**src/rtl/parking_occupancy_ctrl.sv**
```systemverilog
// rtl/parking_occupancy_ctrl.sv - dual-gate parking occupancy controller
// Tracks university/guest counts against fixed and hour-scheduled guest capacity.
module parking_occupancy_ctrl #(
  parameter int CNT_W         = 10,
  parameter int TOTAL_CAP     = 700,
  parameter int UNI_CAP       = 500,
  parameter int OPEN_HOUR     = 8,
  parameter int RAMP_START    = 13,
  parameter int RAMP_END      = 16,
  parameter int RAMP_STEP     = 50,
  parameter int GUEST_CAP_END = 500,
  parameter int GATE_HOLD     = 4
) (
  input  logic             clk,
  input  logic             reset,
  input  logic [4:0]       hour,
  input  logic             ent_req,
  input  logic             ent_is_uni,
  output logic             ent_ack,
  output logic             ent_deny,
  output logic             gate_open,
  input  logic             ext_req,
  input  logic             ext_is_uni,
  output logic             ext_ack,
  output logic             ext_err,
  output logic [CNT_W-1:0] uni_count,
  output logic [CNT_W-1:0] guest_count,
  output logic [CNT_W-1:0] guest_cap,
  output logic [CNT_W-1:0] uni_free,
  output logic [CNT_W-1:0] guest_free,
  output logic             uni_avail,
  output logic             guest_avail
);

  localparam int AW     = CNT_W + 5;
  localparam int HOLD_W = $clog2(GATE_HOLD + 1);

  typedef enum logic {E_IDLE, E_OPEN} ent_state_e;

  ent_state_e        state_q;
  logic [HOLD_W-1:0] hold_q;
  logic [CNT_W-1:0]  uni_q, uni_d, guest_q, guest_d, cap_q;
  logic              ent_ack_q, ent_deny_q, gate_open_q, ext_ack_q, ext_err_q;

  logic [AW-1:0]     hour_x, ramp_val, cap_d;
  logic [CNT_W:0]    occ;
  logic [CNT_W-1:0]  total_free, uni_room, guest_room, uni_free_c, guest_free_c;
  logic              open_win, ent_accept, ent_refuse, ext_ok, ext_bad;

  // Guest capacity schedule; ramp arithmetic is widened so the clamp sees true values.
  always_comb begin
    hour_x   = AW'(hour);
    ramp_val = AW'(TOTAL_CAP - UNI_CAP) + (hour_x - AW'(RAMP_START)) * AW'(RAMP_STEP);
    cap_d    = AW'(TOTAL_CAP - UNI_CAP);
    if (hour_x >= AW'(OPEN_HOUR) && hour < 5'd24 && hour_x >= AW'(RAMP_START)) begin
      if (hour_x < AW'(RAMP_END))
        cap_d = (ramp_val > AW'(GUEST_CAP_END)) ? AW'(GUEST_CAP_END) : ramp_val;
      else
        cap_d = AW'(GUEST_CAP_END);
    end
  end

  always_comb begin
    occ          = {1'b0, uni_q} + {1'b0, guest_q};
    total_free   = (occ >= (CNT_W+1)'(TOTAL_CAP)) ? '0 : CNT_W'((CNT_W+1)'(TOTAL_CAP) - occ);
    uni_room     = (uni_q >= CNT_W'(UNI_CAP)) ? '0 : CNT_W'(UNI_CAP) - uni_q;
    guest_room   = (guest_q >= cap_q) ? '0 : cap_q - guest_q;
    uni_free_c   = (uni_room < total_free) ? uni_room : total_free;
    guest_free_c = (guest_room < total_free) ? guest_room : total_free;
  end

  // Entry decision uses pre-edge counts, so a same-cycle exit never makes room.
  always_comb begin
    open_win   = (hour >= 5'(OPEN_HOUR)) && (hour < 5'd24);
    ent_accept = (state_q == E_IDLE) && ent_req && open_win &&
                 (ent_is_uni ? (uni_free_c != '0) : (guest_free_c != '0));
    ent_refuse = (state_q == E_IDLE) && ent_req && !ent_accept;
    ext_ok     = ext_req && (ext_is_uni ? (uni_q != '0) : (guest_q != '0));
    ext_bad    = ext_req && !ext_ok;
    uni_d      = uni_q + CNT_W'(ent_accept && ent_is_uni) - CNT_W'(ext_ok && ext_is_uni);
    guest_d    = guest_q + CNT_W'(ent_accept && !ent_is_uni) - CNT_W'(ext_ok && !ext_is_uni);
  end

  always_ff @(posedge clk) begin
    if (reset) begin
      state_q     <= E_IDLE;
      hold_q      <= '0;
      uni_q       <= '0;
      guest_q     <= '0;
      cap_q       <= CNT_W'(TOTAL_CAP - UNI_CAP);
      ent_ack_q   <= 1'b0;
      ent_deny_q  <= 1'b0;
      gate_open_q <= 1'b0;
      ext_ack_q   <= 1'b0;
      ext_err_q   <= 1'b0;
    end else begin
      uni_q      <= uni_d;
      guest_q    <= guest_d;
      cap_q      <= CNT_W'(cap_d);
      ent_ack_q  <= ent_accept;
      ent_deny_q <= ent_refuse;
      ext_ack_q  <= ext_ok;
      ext_err_q  <= ext_bad;
      case (state_q)
        E_IDLE: begin
          if (ent_accept) begin
            state_q     <= E_OPEN;
            hold_q      <= HOLD_W'(GATE_HOLD);
            gate_open_q <= 1'b1;
          end
        end
        E_OPEN: begin
          if (hold_q == '0) begin
            state_q     <= E_IDLE;
            gate_open_q <= 1'b0;
          end else begin
            hold_q <= hold_q - 1'b1;
          end
        end
        default: begin
          state_q     <= E_IDLE;
          gate_open_q <= 1'b0;
        end
      endcase
    end
  end

  assign ent_ack     = ent_ack_q;
  assign ent_deny    = ent_deny_q;
  assign gate_open   = gate_open_q;
  assign ext_ack     = ext_ack_q;
  assign ext_err     = ext_err_q;
  assign uni_count   = uni_q;
  assign guest_count = guest_q;
  assign guest_cap   = cap_q;
  assign uni_free    = uni_free_c;
  assign guest_free  = guest_free_c;
  assign uni_avail   = (uni_free_c != '0);
  assign guest_avail = (guest_free_c != '0);

endmodule

```
**config.mk**
```make
export PLATFORM = sky130hd
export DESIGN_NAME = parking_occupancy_ctrl
export DESIGN_NICKNAME = d
export VERILOG_FILES = /design/src/rtl/parking_occupancy_ctrl.sv
export SDC_FILE = /design/constraint.sdc
export NUM_CORES = 1
export LEC_CHECK = 0
export CAP_MARGIN = 20
export CORE_UTILIZATION = 55
export CTS_BUF_LIST = sky130_fd_sc_hd__clkbuf_2
export CTS_CLUSTER_SIZE = 20
export DETAILED_ROUTE_END_ITERATION = 12
export PLACE_DENSITY = 0.79
export SLEW_MARGIN = 20
export SYNTH_ARGS = -nofsm -noshare
export SYNTH_HDL_FRONTEND = slang
export SYNTH_SLANG_ARGS = --single-unit
```
**constraint.sdc**
```tcl
create_clock -name clk -period 14.3 [get_ports clk]
set_clock_uncertainty 0.1 [all_clocks]
set_input_delay 2.86 -clock clk [delete_from_list [all_inputs] [get_ports clk]]
set_output_delay 2.86 -clock clk [all_outputs]
set_load 0.02 [all_outputs]
```
==> metrics.txt <==
Routed WL=roughly 14000 um; most common cell after layout, fill and taps aside=ha_1; number of flops mapped to enable cells by yosys=0; hold_sp=hold_q[1]; CP max FO=12; final net count=852; Final Hold Fails=0; setup TNS=0 ns; post-route minimum period=between 9 and 10 ns; antenna diode count=0; worst r2r path cells=35; Worst EP required=11.34 ns; status=finished, final reports clean; clk_lat worst skew=0.44 ns; Routed WL per cell=16.7 um; clock root cell=clkbuf_2; CTS sink cnt=38; Seq/Total Area, Yosys=14.3%; core area=just over 9000 um^2; # fillers=831; Worst Hold Endpoint=hold_q[1]; RR Startpoint=uni_count[0]; Primary FF master, synth=dfxtp_1; Warnings, synthesis=0; CP Data Arrival Time=6.50 ns; critical path type=reg -> out; share of layout cells above drive strength 1=3.95%; DRC=0; DR pass1 iterations=4; Die W=100 um; worst hold path stage count=2; GRT Overall Usage=29.1%; row cnt=35; Async SR Flop Fraction=0%; IO Count=68; die height=100 um; number of port buffers=66; max-cap violations=0; postcts setup bufs=0; Slew headroom=47.0%; first-pass GRT wire length=between 20000 and 25000 um; Area Overhead vs Synth=16.6%; clk buf depth=2; Final ANT Viol Nets=0; share of the clock period used by the worst path=66.1%; Finished Layout Cells=863; commonest cells after routing, fill and taps aside=ha_1, inv_1, clkdlybuf4s50_1, nor2_1, xnor2_1; # H-tree levels=2; area occupied by multi-input gates=approximately 4200 um^2; unrepaired setup endpoints after global routing=no; path type of the worst min-delay path=reg -> reg; initial antenna violation count=0; DIE AREA=10100 um^2; setup slack, reg-to-reg=roughly 6.1 ns; Placed Area=6100 um^2; Final Cell Area=6200 um^2; Mapped Cells=between 600 and 700; Final Util=66.8%; Reg area=761 um^2; Vias=roughly 5000; Initial DRC Count=264; DP Cell Count=855; Final setup viols=0; TritonCTS Buffers=5; Overflow after GRT=0; largest net degree at the start of global routing=28; DP Wirelength=roughly 12000 um; Peak Freq=between 0.1 and 0.15 GHz; Critical Path Start Type=register; # resized after CTS=0; CTS tree=yes; Synth cell types=67; Slew @ Worst Pin=0.787 ns; clk slew on worst S/H paths=0.26 ns; gp weighted congestion=just over 0.9; max-slew violation count=0; mean post-synth cell area=roughly 7.9 um^2; flops & latches, synth=38; r2r endpoint=uni_count[9]; hold_buf cts=0; mapped cell area=5320 um^2; vias in the first global route=4970; kind of end point of the critical path=primary output; Vias per Instance=about 5.8; Starting Density=57.3%
==> cells in the mapped netlist, drive strengths merged, types with 12 or more instances <==
| master | n | area [um^2] |
|---|---|---|
| ha | 99 | 1240 |
| nand2 | 40 | 150 |
| nand3 | 15 | 75.1 |
| a21o | 20 | 150 |
| xor2 | 18 | 158 |
| nor2b | 12 | 75.1 |
| inv | 69 | 259 |
| xnor2 | 45 | 394 |
| nor2 | 58 | 218 |
| o21ai | 36 | 180 |
| a21oi | 48 | 270 |
| dfxtp | 38 | 761 |
==> per-stage QoR <==
stage               hold slack, ns  worst slack (ns)
detailed placement           0.371              5.46
finish                       0.408              4.84
global route                 0.432              4.43
floorplan                    0.363              6.42
CTS                          0.410              4.95
global placement             0.364              5.60
==> critical path: stages, from the launching register on <==
cell and delay (ns):
dfxtp_1 0.57, ha_1 0.25, inv_1 0.07, fa_1 0.45, nor2b_1 0.18, o2111ai_1 0.15
a21boi_1 0.29, o21ai_0 0.11, and2_4 0.19, o41ai_1 0.36, buf_4 0.24, o21ai_0 0.22
ha_1 0.37, nand4_1 0.15, nor2_1 0.28, o21ai_0 0.18, o221ai_1 0.30, inv_1 0.11
or4_1 0.52, nor4_1 0.27, o22ai_2 0.22, clkdlybuf4s50_1 0.58
==> worst max-delay path by stage <==
stage	from	end	cells past startpoint
after floorplan	guest_count[0]	uni_avail	20
final	uni_count[0]	uni_avail	21
after global placement	guest_count[0]	guest_avail	21
after detailed placement	guest_count[0]	uni_avail	21
after global routing	uni_count[0]	uni_avail	21
after CTS	guest_count[0]	guest_avail	21
==> cell type report <==
class	count	share of cell area [%]
Clock buffer	5	0.404
Clock inverter	3	1.11
Inverter	69	4.18
Multi-Input combinational cell	551	68.5
Sequential cell	38	12.3
Tap cell	129	2.60
Timing Repair Buffer	68	10.9
==> registers in the layout, summed over array words and instances, names as in the netlist <==
| signal | cells |
|---|---|
| ent_ack | 1 |
| ent_deny | 1 |
| ext_ack | 1 |
| ext_err | 1 |
| gate_open | 1 |
| guest_cap | 9 |
| guest_count | 10 |
| hold_q | 3 |
| state_q | 1 |
| uni_count | 10 |
==> kinds of logic after synthesis <==
logic type                 synth area share [%]
and+or+nand+nor                            18.5
adders and majority gates                  26.7
DFF                                        14.3
AOI/OAI and AO/OA                          22.2
other                                    0.0706
buffers and inverters                      5.84
muxes                                      1.93
xor gates and xnor gates                   10.4
==> routing by layer <==
metal | GRT usage [%] | wire length, um | vias to the layer above
met2 | 52.4 | 6880 | 150
met3 | 2.92 | 592 | 43
met4 | 11.9 | 551 | 0
li1 | - | - | 2495
met1 | 35.1 | 6420 | 2353
met5 | 0 | 0 | -
Power is not shown: default switching activity piles up to over one toggle a cycle in this logic, so the estimate is an artifact.
